## src/rtl/fetch_unit_pkg.sv

```systemverilog
// rtl/fetch_unit_pkg.sv - shared defaults, FSM state codes and timeout word for fetch_unit
package fetch_unit_pkg;

    localparam int DEFAULT_DATA_WIDTH = 16;

    localparam logic [1:0] ST_IDLE = 2'd0;
    localparam logic [1:0] ST_WAIT = 2'd1;
    localparam logic [1:0] ST_TOUT = 2'd2;

    // Word pushed when a device fetch expires; sliced to DATA_WIDTH by users
    localparam logic [63:0] TOUT_WORD = '1;

endpackage

```

## src/rtl/fetch_unit_if.sv

```systemverilog
// rtl/fetch_unit_if.sv - instruction, device and result-buffer signals of fetch_unit
interface fetch_unit_if
    import fetch_unit_pkg::*;
#(
    parameter int DATA_WIDTH = DEFAULT_DATA_WIDTH,
    parameter int DEV_ID_W   = 3,
    parameter int FIFO_DEPTH = 4
);
    localparam int CW = $clog2(FIFO_DEPTH + 1);

    logic [DATA_WIDTH-1:0] i_ir;
    logic                  i_ir_valid;
    logic                  o_ir_ready;
    logic                  o_dev_req;
    logic [DEV_ID_W-1:0]   o_dev_id;
    logic                  i_dev_ack;
    logic [DATA_WIDTH-1:0] i_dev_data;
    logic [DATA_WIDTH-1:0] o_data;
    logic                  o_valid;
    logic                  i_ready;
    logic [CW-1:0]         o_count;
    logic                  o_timeout;

    modport slave (
        input  i_ir, i_ir_valid, i_dev_ack, i_dev_data, i_ready,
        output o_ir_ready, o_dev_req, o_dev_id, o_data, o_valid, o_count, o_timeout
    );

    modport master (
        output i_ir, i_ir_valid, i_dev_ack, i_dev_data, i_ready,
        input  o_ir_ready, o_dev_req, o_dev_id, o_data, o_valid, o_count, o_timeout
    );
endinterface

```

## src/rtl/fetch_fifo.sv

```systemverilog
// rtl/fetch_fifo.sv - first-word fall-through result buffer for fetch_unit
module fetch_fifo #(
    parameter int DATA_WIDTH = 16,
    parameter int FIFO_DEPTH = 4
) (
    input  logic                               clk,
    input  logic                               rst_n,
    input  logic                               push,
    input  logic [DATA_WIDTH-1:0]              push_data,
    input  logic                               pop,
    output logic [DATA_WIDTH-1:0]              rd_data,
    output logic                               valid,
    output logic [$clog2(FIFO_DEPTH+1)-1:0]    count
);
    localparam int PW = $clog2(FIFO_DEPTH);
    localparam int CW = $clog2(FIFO_DEPTH + 1);
    localparam logic [CW-1:0] DEPTH_C = CW'(FIFO_DEPTH);

    logic [DATA_WIDTH-1:0] mem [FIFO_DEPTH];
    logic [PW-1:0]         wr_ptr;
    logic [PW-1:0]         rd_ptr;
    logic [CW-1:0]         cnt;
    logic                  do_push;
    logic                  do_pop;

    assign do_pop  = pop && (cnt != '0);
    assign do_push = push && (cnt != DEPTH_C);

    // Storage array carries no reset; only occupied slots are ever observed
    always_ff @(posedge clk) begin
        if (do_push) begin
            mem[wr_ptr] <= push_data;
        end
    end

    // Pointers wrap naturally because FIFO_DEPTH is a power of two
    always_ff @(posedge clk or negedge rst_n) begin
        if (!rst_n) begin
            wr_ptr <= '0;
            rd_ptr <= '0;
            cnt    <= '0;
        end else begin
            if (do_push) wr_ptr <= wr_ptr + 1'b1;
            if (do_pop)  rd_ptr <= rd_ptr + 1'b1;
            case ({do_push, do_pop})
                2'b10:   cnt <= cnt + 1'b1;
                2'b01:   cnt <= cnt - 1'b1;
                default: cnt <= cnt;
            endcase
        end
    end

    assign valid   = (cnt != '0);
    assign rd_data = valid ? mem[rd_ptr] : '0;
    assign count   = cnt;

endmodule

```

## src/rtl/fetch_unit.sv

```systemverilog
// rtl/fetch_unit.sv - instruction fetch with device read and result FIFO (option FETCH_TIMEOUT_EN)
module fetch_unit
    import fetch_unit_pkg::*;
#(
    parameter int DATA_WIDTH = DEFAULT_DATA_WIDTH,
    parameter int DEV_ID_W   = 3,
    parameter int FIFO_DEPTH = 4,
    parameter int TIMEOUT    = 255
) (
    input  logic         clk,
    input  logic         rst_n,
    fetch_unit_if.slave  bus
);
    localparam int CW = $clog2(FIFO_DEPTH + 1);
    localparam logic [CW-1:0] DEPTH_C = CW'(FIFO_DEPTH);

    logic [1:0]            state;
    logic [1:0]            state_nxt;
    logic [DEV_ID_W-1:0]   dev_id_q;
    logic                  ir_ready;
    logic                  accept;
    logic                  push;
    logic [DATA_WIDTH-1:0] push_data;
    logic [CW-1:0]         count;
    logic                  fifo_valid;
    logic                  unused_ir;

    assign unused_ir = &{1'b0, bus.i_ir[DATA_WIDTH-1:DEV_ID_W+1]};

    assign ir_ready = (state == ST_IDLE) && (count < DEPTH_C);
    assign accept   = bus.i_ir_valid && ir_ready;

`ifdef FETCH_TIMEOUT_EN
    localparam int TW = $clog2(TIMEOUT + 1);
    localparam logic [TW-1:0] T_LAST = TW'(TIMEOUT - 1);

    logic [TW-1:0] wait_cnt;
    logic          expire;

    assign expire = (state == ST_WAIT) && !bus.i_dev_ack && (wait_cnt == T_LAST);

    // Count unanswered WAIT cycles; cleared whenever the fetch ends or is not active
    always_ff @(posedge clk or negedge rst_n) begin
        if (!rst_n) begin
            wait_cnt <= '0;
        end else if ((state == ST_WAIT) && !bus.i_dev_ack && !expire) begin
            wait_cnt <= wait_cnt + 1'b1;
        end else begin
            wait_cnt <= '0;
        end
    end

    assign bus.o_timeout = (state == ST_TOUT);
`else
    localparam int unused_timeout = TIMEOUT;

    assign bus.o_timeout = 1'b0;
`endif

    // Next-state and FIFO push selection; at most one push per cycle
    always_comb begin
        state_nxt = state;
        push      = 1'b0;
        push_data = '0;
        case (state)
            ST_IDLE: begin
                if (accept) begin
                    if (bus.i_ir[0]) state_nxt = ST_WAIT;
                    else             push      = 1'b1;
                end
            end
            ST_WAIT: begin
                if (bus.i_dev_ack) begin
                    push      = 1'b1;
                    push_data = bus.i_dev_data;
                    state_nxt = ST_IDLE;
                end
`ifdef FETCH_TIMEOUT_EN
                else if (expire) begin
                    state_nxt = ST_TOUT;
                end
`endif
            end
`ifdef FETCH_TIMEOUT_EN
            ST_TOUT: begin
                push      = 1'b1;
                push_data = TOUT_WORD[DATA_WIDTH-1:0];
                state_nxt = ST_IDLE;
            end
`endif
            default: state_nxt = ST_IDLE;
        endcase
    end

    // State register; reset abandons any outstanding device fetch
    always_ff @(posedge clk or negedge rst_n) begin
        if (!rst_n) state <= ST_IDLE;
        else        state <= state_nxt;
    end

    // Capture the device ID when a device fetch is accepted
    always_ff @(posedge clk or negedge rst_n) begin
        if (!rst_n) begin
            dev_id_q <= '0;
        end else if (accept && bus.i_ir[0]) begin
            dev_id_q <= bus.i_ir[DEV_ID_W:1];
        end
    end

    assign bus.o_ir_ready = ir_ready;
    assign bus.o_dev_req  = (state == ST_WAIT);
    assign bus.o_dev_id   = dev_id_q;
    assign bus.o_valid    = fifo_valid;
    assign bus.o_count    = count;

    fetch_fifo #(
        .DATA_WIDTH (DATA_WIDTH),
        .FIFO_DEPTH (FIFO_DEPTH)
    ) u_fifo (
        .clk       (clk),
        .rst_n     (rst_n),
        .push      (push),
        .push_data (push_data),
        .pop       (bus.i_ready),
        .rd_data   (bus.o_data),
        .valid     (fifo_valid),
        .count     (count)
    );

endmodule

```

## src/flat_wrapper.sv

```systemverilog
// flat-port wrapper written by rule: the top's interface ports become plain ports
module fetch_unit_flat import fetch_unit_pkg::*;
#(
    parameter int DATA_WIDTH = DEFAULT_DATA_WIDTH,
    parameter int DEV_ID_W   = 3,
    parameter int FIFO_DEPTH = 4,
    parameter int TIMEOUT    = 255
)
  (clk, rst_n, bus_i_ir, bus_i_ir_valid, bus_i_dev_ack, bus_i_dev_data, bus_i_ready, bus_o_ir_ready, bus_o_dev_req, bus_o_dev_id, bus_o_data, bus_o_valid, bus_o_count, bus_o_timeout);
  fetch_unit_if #(.DATA_WIDTH(DATA_WIDTH), .DEV_ID_W(DEV_ID_W), .FIFO_DEPTH(FIFO_DEPTH)) bus_i ();
  input  logic clk;
  input  logic rst_n;
  input wire logic [$bits(bus_i.i_ir)-1:0] bus_i_ir;
  input wire logic [$bits(bus_i.i_ir_valid)-1:0] bus_i_ir_valid;
  input wire logic [$bits(bus_i.i_dev_ack)-1:0] bus_i_dev_ack;
  input wire logic [$bits(bus_i.i_dev_data)-1:0] bus_i_dev_data;
  input wire logic [$bits(bus_i.i_ready)-1:0] bus_i_ready;
  output wire logic [$bits(bus_i.o_ir_ready)-1:0] bus_o_ir_ready;
  output wire logic [$bits(bus_i.o_dev_req)-1:0] bus_o_dev_req;
  output wire logic [$bits(bus_i.o_dev_id)-1:0] bus_o_dev_id;
  output wire logic [$bits(bus_i.o_data)-1:0] bus_o_data;
  output wire logic [$bits(bus_i.o_valid)-1:0] bus_o_valid;
  output wire logic [$bits(bus_i.o_count)-1:0] bus_o_count;
  output wire logic [$bits(bus_i.o_timeout)-1:0] bus_o_timeout;
  assign bus_i.i_ir = bus_i_ir;
  assign bus_i.i_ir_valid = bus_i_ir_valid;
  assign bus_i.i_dev_ack = bus_i_dev_ack;
  assign bus_i.i_dev_data = bus_i_dev_data;
  assign bus_i.i_ready = bus_i_ready;
  assign bus_o_ir_ready = bus_i.o_ir_ready;
  assign bus_o_dev_req = bus_i.o_dev_req;
  assign bus_o_dev_id = bus_i.o_dev_id;
  assign bus_o_data = bus_i.o_data;
  assign bus_o_valid = bus_i.o_valid;
  assign bus_o_count = bus_i.o_count;
  assign bus_o_timeout = bus_i.o_timeout;
  fetch_unit #(.DATA_WIDTH(DATA_WIDTH), .DEV_ID_W(DEV_ID_W), .FIFO_DEPTH(FIFO_DEPTH), .TIMEOUT(TIMEOUT)) u_core (.clk(clk), .rst_n(rst_n), .bus(bus_i));
endmodule
```

## config.mk

```make
export PLATFORM = sky130hd
export DESIGN_NAME = fetch_unit_flat
export DESIGN_NICKNAME = d
export VERILOG_FILES = /design/src/rtl/fetch_unit_pkg.sv /design/src/rtl/fetch_unit_if.sv /design/src/rtl/fetch_fifo.sv /design/src/rtl/fetch_unit.sv /design/src/flat_wrapper.sv
export SDC_FILE = /design/constraint.sdc
export NUM_CORES = 1
export LEC_CHECK = 0
export ABC_CLOCK_PERIOD_IN_PS = 2550
export CORE_MARGIN = 2
export CORE_UTILIZATION = 30
export CTS_CLUSTER_SIZE = 14
export DETAILED_ROUTE_END_ITERATION = 6
export PLACE_DENSITY = 0.52
export SLEW_MARGIN = 40
export SYNTH_ARGS = -nofsm -noshare
export SYNTH_HDL_FRONTEND = slang
export SYNTH_SLANG_ARGS = --single-unit
export TNS_END_PERCENT = 30
```

## constraint.sdc

```tcl
create_clock -name clk -period 2.55 [get_ports clk]
set_clock_uncertainty 0.05 [all_clocks]
set_input_delay 0.255 -clock clk [delete_from_list [all_inputs] [get_ports clk]]
set_output_delay 0.255 -clock clk [all_outputs]
set_load 0.01 [all_outputs]
```

=== After elaboration in Yosys (flattened, before gate mapping) ===
Memories as Yosys holds them, arrays and structs flattened.
Index checks and enable logic that the tools add are counted.

* Register bits: 12
* Bits in writable memories: 64
* Input port bits: 37
* Output and inout bits: 26
* Logic and storage cells: 41
* Memories kept: 1

{| class="wikitable"
|+ Memory list
! name !! depth !! bits a word !! rd ports !! clocked after memory_dff !! write ports !! RTL line !! text
|-
| u_core.u_fifo.mem || 4 || 16 || 1 || 0 || 1 || fetch_fifo.sv:19 || <nowiki>logic [DATA_WIDTH-1:0] mem [FIFO_DEPTH];</nowiki>
|}

* Add/subtract/negate cells: 4
* Order comparisons: 1
* Eq/ne operators: 7
* Mux-type cells: 14
* Reductions and logical operators: 9

{| class="wikitable"
|+ Operator list
! operator !! count
|-
| $mux 16 || 3
|-
| $mux 2 || 3
|-
| $pmux 3 s2 || 1
|-
| $logic_and 1x1->1 || 5
|-
| $mux 1 || 5
|-
| $add 2x1->2 const B || 2
|-
| $eq 2x1->1 const B || 2
|-
| $ne 2x2->1 const B || 2
|-
| $pmux 2 s2 || 1
|-
| $add 3x1->3 const B || 1
|-
| $lt 3x3->1 const B || 1
|-
| $ne 3x3->1 const B || 1
|-
| $reduce_and 3->1 || 1
|-
| $reduce_bool 3->1 || 1
|-
| $sub 3x1->3 const B || 1
|-
| $eq 2x2->1 const B || 1
|-
| $logic_not 2->1 || 1
|-
| $ne 2x1->1 const B || 1
|-
| $pmux 1 s2 || 1
|-
| $reduce_bool 2->1 || 1
|}

=== Longest topological paths before layout ===
Gate-level depths: netlist (run 1).

* Depth after elaboration: 8
* Gate-level depth with buffers: 10
* Gate-level depth less buffers: 9

=== Cells and area by module ===
A second synthesis (run 1) with hierarchy kept.

* Cell total of the unflattened synthesis: 173
* Area, all modules: 3,188.1 µm²

{| class="wikitable"
|+ Modules (own cells, without submodules)
! module !! instances !! cells an instance !! area each (µm²) !! seq. area each (µm²)
|-
| fetch_fifo || 1 || 139 || 2,871.5 || 2,097.0
|-
| fetch_unit || 1 || 34 || 316.6 || 100.1
|}

=== Worst setup path before layout (run 1) ===
OpenSTA, ideal clock, no wires.

* Kind: register to register
* Start: register u_core.u_fifo.cnt[2], in the netlist u_core.u_fifo.count[2]
* End: register u_core.u_fifo.cnt[2], in the netlist u_core.u_fifo.count[2]
* Library setup time: 0.130 ns
* Arrival time: 2.116 ns
* Data required time: 2.370 ns
* Setup slack: 0.254 ns
* Cell stages (with the launch flop): 10
* Buffers on the path: 0
* Clock period less this slack: 2.296 ns
* Cell sequence: dfrtp_1 -> or4b_1 -> a32oi_2 -> inv_1 -> ha_1 -> inv_1 -> fa_1 -> xor2_1 -> nor2_1 -> xor2_1

* Longest elaborated chain between the ends: 8
* Elaborated cells on any way between the ends: 15
* Classes of those cells: add/sub: 2; order compare: 1; eq/ne: 3; mux: 3; reduce/logical: 6

{| class="wikitable"
|+ Ends and longest elaborated chain
! element !! RTL line !! text
|-
| from (decl) || fetch_fifo.sv:22 || <nowiki>logic [CW-1:0] cnt;</nowiki>
|-
| from (signal assigned) || fetch_fifo.sv:46 || <nowiki>2'b10: cnt <= cnt + 1'b1;</nowiki>
|-
| from (signal assigned) || fetch_fifo.sv:47 || <nowiki>2'b01: cnt <= cnt - 1'b1;</nowiki>
|-
| from (signal assigned) || fetch_fifo.sv:48 || <nowiki>default: cnt <= cnt;</nowiki>
|-
| $lt 3x3->1 || fetch_unit.sv:30 || <nowiki>assign ir_ready = (state == ST_IDLE) && (count < DEPTH_C);</nowiki>
|-
| $logic_and 1x1->1 || fetch_unit.sv:30 ||
|-
| $logic_and 1x1->1 || fetch_unit.sv:31 || <nowiki>assign accept = bus.i_ir_valid && ir_ready;</nowiki>
|-
| $mux 1 || fetch_unit.sv:67 || <nowiki>if (accept) begin</nowiki>
|-
| $pmux 1 s2 || fetch_unit.sv:65 || <nowiki>case (state)</nowiki>
|-
| $logic_and 1x1->1 || fetch_fifo.sv:27 || <nowiki>assign do_push = push && (cnt != DEPTH_C);</nowiki>
|-
| $eq 2x1->1 / $eq 2x2->1 (equally long branches) || fetch_fifo.sv:45 || <nowiki>case ({do_push, do_pop})</nowiki>
|-
| $pmux 3 s2 / $reduce_bool 2->1 (equally long branches) || - ||
|}

Parallel ways exist; a longest one is shown, timed or not.
A chain may end at the register's enable or synchronous reset.

=== Worst setup path after layout (run 1) ===
* Start: register u_core.u_fifo.cnt[2], in the netlist u_core.u_fifo.count[2]
* End: output port bus_o_data[14]

* Longest elaborated chain between the ends: 2

{| class="wikitable"
|+ Ends and longest elaborated chain
! element !! RTL line !! text
|-
| $reduce_bool 3->1 || fetch_fifo.sv:53 || <nowiki>assign valid = (cnt != '0);</nowiki>
|-
| $mux 16 || fetch_fifo.sv:54 || <nowiki>assign rd_data = valid ? mem[rd_ptr] : '0;</nowiki>
|-
| to (decl) || flat_wrapper.sv:21 || <nowiki>output wire logic [$bits(bus_i.o_data)-1:0] bus_o_data;</nowiki>
|}

No other way between the ends.

==> results of run 1 <==
-- power by group through the flow --
stage | combinational (mW) | clock [mW] | sequential [mW]
after global placement | 1.96 | 0 | 1.74
after detailed placement | 1.96 | 0 | 1.74
final | 1.92 | 0.901 | 1.71
after floorplan | 1.05 | 0 | 1.74
after global routing | 2.10 | 0.976 | 1.74
after CTS | 1.97 | 0.932 | 1.71
-- per-stage QoR --
stage / total power [mW] / instance area [sq um] / hold WS [ns] / setup slack [ns] / cells
after floorplan: 2.79 / 3130 / -0.0906 / 0.254 / 172
after global placement: 3.70 / 3870 / 0.440 / 0.112 / 363
after detailed placement: 3.70 / 3870 / 0.449 / 0.0815 / 363
after CTS: 4.61 / 4070 / 0.214 / 0.0412 / 379
after global routing: 4.82 / 4070 / 0.230 / 0.00753 / 379
final: 4.53 / 4070 / 0.208 / 0.122 / 379
-- state kept, by name, summed over array words and instances, names as in the netlist --
register              flops
u_core.u_fifo.mem        64
u_core.bus.o_dev_id       3
u_core.u_fifo.count       3
u_core.u_fifo.rd_ptr      2
u_core.u_fifo.wr_ptr      2
u_core.state              1
-- final cells by class --
| type | instances | share of cell area (%) |
|---|---|---|
| clock buffers | 9 | 3.04 |
| clock inverters | 7 | 1.84 |
| inverters | 6 | 0.553 |
| multi-input cells | 81 | 21.0 |
| flip-flops and latches | 75 | 54.0 |
| well taps | 136 | 4.18 |
| repair buffers | 65 | 15.4 |
-- how the worst max path moves through the flow --
stage               cells past startpoint  slack, ns                                 from                                  to
floorplan                               9       0.25   u_core.u_fifo.count[2]$_DFFE_PN0P_  u_core.u_fifo.count[2]$_DFFE_PN0P_
global placement                       10       0.11                       bus_i_ir_valid  u_core.u_fifo.count[2]$_DFFE_PN0P_
detailed placement                      8       0.08                       bus_i_ir_valid  u_core.u_fifo.count[1]$_DFFE_PN0P_
CTS                                     4       0.04  u_core.u_fifo.rd_ptr[0]$_DFFE_PN0P_                      bus_o_data[14]
global route                            4      0.008   u_core.u_fifo.count[0]$_DFFE_PN0P_                      bus_o_data[11]
finish                                  4       0.12   u_core.u_fifo.count[2]$_DFFE_PN0P_                      bus_o_data[14]
-- placed cells by master, fill, tap and decap left out, drive strengths merged, types with 5 or more instances in the layout --
| master | n |
|---|---|
| buf | 16 |
| inv | 8 |
| clkbuf | 9 |
| ha | 5 |
| dfrtp | 11 |
| and2 | 21 |
| mux4 | 16 |
| clkdlybuf4s50 | 49 |
| and3 | 17 |
| edfxtp | 64 |
-- worst max-delay path: cells and delay by family, from the launching register on --
family | cells | cell delay, ns
buf+inv | 2 | 0.70
simple gates | 2 | 0.64
flops | 1 | 0.45
-- timing repair --
item                                    CTS  global route
endpoints found under the setup margin    0             8
buffers inserted                          0             0
gates resized for setup                   0             2
-- per-layer routing --
metal	up-vias	routed length, um	global-route usage (%)
li1	781	-	-
met3	8	273	3.13
met1	832	2620	14.4
met2	35	2940	18.2
met5	-	0	0
met4	0	84	4.79
-- cells by family (layout without fill, tap and decap cells) --
| logic type | count (synthesis) | count (layout) |
|---|---|---|
| other | 1 | 1 |
| adders and majority gates | 6 | 6 |
| and+or+nand+nor | 45 | 45 |
| DFF | 75 | 75 |
| muxes | 20 | 20 |
| xor gates and xnor gates | 6 | 6 |
| buffers and inverters | 16 | 87 |
| AOI/OAI and AO/OA | 3 | 3 |
==> impl_results.md, run 1 <==
* Starting density of the core at a little under a third
* WS Path Type: flip-flop to output port
* Clk sink count at 75
* Pleak at 1.49 nW
* Rel. slew slack at 64.5%
* First-pass GRT wire length at 9350 um
* IO Port Bufs at 49
* Synth Area in Compound Gates at less than 1%
* Crit path launch type: flip-flop
* Setup TNS at 0 ns
* Hold Crit Class: input pin to asynchronous set/reset pin
* Overall Global Routing Usage at 11.3%
* Post-synthesis sequential area ratio at 70.3%
* FF-to-FF Start: u_core.u_fifo.count[2]$_DFFE_PN0P_
* Max_cap viols at 0
* Pint at 3.16 mW
* Worst vdd ir at 0.000295 V
* N_diodes at 0
* Number of I/O pins at 63
* Die height at 106 um
* Final Hold Viols at 0
* Fraction of the mapped netlist area in simple logic gates at 8.97%
* Global route total overflow at 0
* Status: finished clean
* F_max at approximately 410 MHz
* Period utilization at 95.2%
* Post-Synth XOR/XNOR Area at 1.68%
* WP data arrival at 2.12 ns
* RSZ-0062 raised after global routing: no
* Count leader, synth: edfxtp_1
* H-tree depth at 3
* Hpwl dp at 4060 um
* CP Capture Type: output port
* CTS Hold Bufs at 0
* Final core utilization at 39.8%
* Clock power share at 19.9%
* Area delta synth->final at 30.3%
* Vias in the first global route at about 1700
* Post-route ant nets at 0
* Net Count, Synth at 215
* 1st-pass router iterations at 5
* CP max stage cell: clkdlybuf4s50_1
* Top_reg_cell synth: edfxtp_1
* GPL Wtd Cong at 0.692
* Avg WL per Cell at 15.6 um
* Clk Latency, worst-skew pair at 0.34 ns
* Clock Path Buffers at 2
* Post-synth top area share at 61.5%
* Synth warn at 0
* CP max stage delay at 0.48 ns
* R2r endpoint: u_core.u_fifo.count[2]$_DFFE_PN0P_
* Fraction of layout cells with a size suffix above 1 at between 20% and 30%
* Netlist cell types at 26
* Cell area after synthesis at 3130 sq um
* Number of fill cells in the layout at 950
* Post-synthesis cell count at 172
* Switching power at 1.37 mW
* CP max FO at 18
* CTS tree: built
* Largest family of logic cells by synthesized area: multiplexers
* Clock transition at path regs at roughly 0.08 ns
* Initial antenna violation count at 0
* Die X at around 110 um
* Multi-input logic area at between 800 and 900 sq um
* Layout Nets at about 280
* R2R setup slack at ~0.33 ns
* Std cell rows at 37
* Top cell type by total area after synthesis: edfxtp_1
* CP required at 2.25 ns
* Crit path cell chain: or3_2 > buf_4 > and2_1 > clkdlybuf4s50_1
* Pin count of the biggest net entering global routing at 21
* Fin. max-slew vios at 0
* Vias/cell at 4.37
* Register area at 2200 sq um
* Power per cell area at between 1000 and 1500 nW/um^2
* Number of synthesized flops with an enable pin at 64
* Slew @ Worst Pin at 0.531 ns
* Synth Area per Inst at 18.2 sq um
* Multiplexer area fraction after synthesis at between 10% and 20%
* Die footprint at 11300 sq um
* Adder-cell share of the synthesized area at 2.64%
* Min Tclk post-route at 2.43 ns
* DRT Wirelength at around 5900 um
* Synth Register Bits at between 70 and 80
* CTS Buf Count at 9
* Synth area leaders: edfxtp_1, mux4_2, dfrtp_1, and2_1, and3_1
* Core box area at 10200 sq um
* DRT iter0 DRCs at 53
* Vias at ~1700
* Asr flop ratio synth at 14.7%
* Flop pwr share at 37.8%
* Root Buffer Master: clkbuf_8
* Final Setup Violations at 0
* Register-to-Register Path Depth at 9
* Synth cell count leaders: edfxtp_1, and2_1, and3_1
* Switching share of power at 30.2%
* Part of the power in combinational logic at a little over two fifths
* DRC at 0
No activity file was read; power rests on OpenSTA's default activity.
==> run 2, diff against run 1 <==
--- a/config.mk
+++ b/config.mk
@@ -7,3 +7,3 @@
 export LEC_CHECK = 0
-export ABC_CLOCK_PERIOD_IN_PS = 2550
+export ABC_CLOCK_PERIOD_IN_PS = 2000
 export CORE_MARGIN = 2
@@ -12,3 +12,4 @@
 export DETAILED_ROUTE_END_ITERATION = 6
-export PLACE_DENSITY = 0.52
+export MAX_ROUTING_LAYER = met4
+export PLACE_DENSITY = 0.54
 export SLEW_MARGIN = 40
==> constraint.sdc (replaced) <==
create_clock -name clk -period 2 [get_ports clk]
set_clock_uncertainty 0.05 [all_clocks]
set_input_delay 0.2 -clock clk [delete_from_list [all_inputs] [get_ports clk]]
set_output_delay 0.2 -clock clk [all_outputs]
set_load 0.05 [all_outputs]
==> run 2 against run 1 <==
  * First-iteration DRC count rose by 17%
  * Clock power rose by 39%
  * Routed wire length rose by 4.7%
  * Largest cell class unchanged
  * The flow now finishes with violations (negative setup slack)
  * Total power rose by 71%
  * Highest routed layer unchanged
  * Critical path type is now flip-flop to flip-flop
  * Cell area rose by 7.2%
  * Register-to-register slack got worse by 0.39 ns
  * Sequential share of layout area fell by 3.5 points
==> impl_results.md, run 2 (synthesis results as in run 1) <==
* Status: complete, but fails checks
* Failing checks: negative setup slack
* Setup TNS at -0.173 ns
* Number of I/O pins at 63
* Clock Path Buffers at 2
* Layout Nets at 288
* CTS Buf Count at 9
* Clock transition at path regs at 0.08 ns
* IO Port Bufs at 49
* Most frequent CP cell: xor2_1
* Starting density of the core at 30.5%
* Fin. max-slew vios at 0
* WP data arrival at 2.24 ns
* Die X at 106 um
* R2r endpoint: u_core.u_fifo.count[2]$_DFFE_PN0P_
* N_diodes at 0
* Vias at 1719
* CTS tree: built
* Number of flip-flops in the largest register at 64
* Fraction of layout cells with a size suffix above 1 at 42.8%
* Area delta synth->final at 39.7%
* Slew @ Worst Pin at about 0.54 ns
* Overall Global Routing Usage at 11.8%
* Global route total overflow at 0
* Rel. slew slack at 63.8%
* WS Path Type: flip-flop to flip-flop
* H-tree depth at 3
* Die height at between 100 and 150 um
* FF-to-FF Start: u_core.state[0]$_DFFE_PN0P_
* DRC at 0
* CP max stage cell: or4b_4
* Initial antenna violation count at 0
* Register-to-Register Path Depth at 9
* CP Capture Type: flip-flop
* DRT Wirelength at 6190 um
* Crit path cell chain: or4b_4 > a32oi_2 > inv_1 > ha_2 > inv_2 > fa_1 > xor2_1 > nor2_1 > xor2_1
* Pre-CTS setup slack at -0.308 ns
* Final WS setup at -0.0644 ns
* CP required at 2.17 ns
* Worst vdd ir at 0.000797 V
* Final Setup Violations at 8
* Max_cap viols at 0
* CTS Hold Bufs at 0
* Vias in the first global route at ~1800
* CP max FO at 2
* CP max stage delay at 0.51 ns
* Vias/cell at 4.45
* Most common cell after layout, fill and taps aside: edfxtp_1
* Post-route ant nets at 0
* DRT iter0 DRCs at between 60 and 70
* 1st-pass router iterations at 4
* Pleak at 1.66 nW
* GPL Wtd Cong at 0.646
* Final core utilization at approximately 43%
* Final Hold Viols at 0
* Min Tclk post-route at 2.06 ns
* F_max at 484 MHz
* Core box area at 10200 sq um
* RSZ-0062 raised after global routing: yes
* Clk sink count at between 70 and 80
* Power per cell area at 1770 nW/um^2
* Period utilization at 103%
* First-pass GRT wire length at 9350 um
* Root Buffer Master: clkbuf_8
* Largest Register: u_core.u_fifo.mem
* Crit path launch type: flip-flop
* Pin count of the biggest net entering global routing at 21
* Hold slack at approximately 0.16 ns
* Clk Latency, worst-skew pair at 0.34 ns
* Die footprint at 11300 sq um
* Hpwl dp at 3880 um
* Number of fill cells in the layout at 929
* Std cell rows at 37
* R2R setup slack at -0.06 ns
* Most frequent cells in the layout: edfxtp_1, clkdlybuf4s50_1, buf_4
* Avg WL per Cell at 16.0 um
* Hold Crit Class: input pin to asynchronous set/reset pin
[run 2: worst max-delay path: cells and delay by family (launching register included)]
family / cells / cell delay, ns
AND/OR/NAND/NOR: 2 / 0.57
XOR/XNOR: 2 / 0.28
AO/OA/AOI/OAI: 1 / 0.18
buffers and inverters: 2 / 0.12
flip-flops: 1 / 0.41
adder cells (fa/ha/maj): 2 / 0.35
[run 2: cell type report]
cell class              count  area [sq um]  area share [%]
clock buffers               9           124            2.84
clock inverters             7          90.1            2.06
inverters                   6          22.5           0.516
multi-input cells          81           908            20.8
flip-flops and latches     75          2200            50.5
well taps                 136           170            3.90
repair buffers             72           848            19.4
[run 2: timing repair]
| item | CTS | global route |
|---|---|---|
| endpoints found under the setup margin | 39 | 82 |
| pin swaps | 3 | 17 |
| setup buffers | 1 | 4 |
| resized for setup | 5 | 53 |
| gates cloned | 0 | 2 |
[run 2: how the worst max path moves through the flow]
stage,startpoint,end,cells past startpoint
4_1_cts,u_core.u_fifo.count[2]$_DFFE_PN0P_,u_core.u_fifo.count[2]$_DFFE_PN0P_,9
3_3_place_gp,bus_i_ir[0],u_core.u_fifo.count[2]$_DFFE_PN0P_,10
6_report,u_core.state[0]$_DFFE_PN0P_,u_core.u_fifo.count[2]$_DFFE_PN0P_,9
5_1_grt,u_core.state[0]$_DFFE_PN0P_,u_core.u_fifo.count[2]$_DFFE_PN0P_,9
2_1_floorplan,u_core.state[0]$_DFFE_PN0P_,u_core.u_fifo.count[2]$_DFFE_PN0P_,9
3_5_place_dp,bus_i_ir[0],u_core.u_fifo.count[2]$_DFFE_PN0P_,10
[run 2: report_power, final]
| part | internal (mW) | switching, mW | leakage (nW) |
|---|---|---|---|
| registers | 2.07 | 0.131 | 0.722 |
| clock network | 0.698 | 0.548 | 0.109 |
| logic | 2.04 | 2.26 | 0.827 |
[run 2: routing by layer]
layer  global-route usage, %  wire length [um]
met1                    14.2              2600
met2                    19.2              3190
met3                    2.27               295
met4                    5.64               104
met5                       -                 0
[run 2: stage by stage]
| step | power (mW) | instance area [sq um] | instances |
|---|---|---|---|
| 6_report | 7.74 | 4370 | 386 |
| 5_1_grt | 8.12 | 4370 | 386 |
| 4_1_cts | 7.09 | 4120 | 381 |
| 3_5_place_dp | 5.77 | 3880 | 364 |
| 3_3_place_gp | 5.74 | 3880 | 364 |
| 2_1_floorplan | 4.65 | 3140 | 172 |
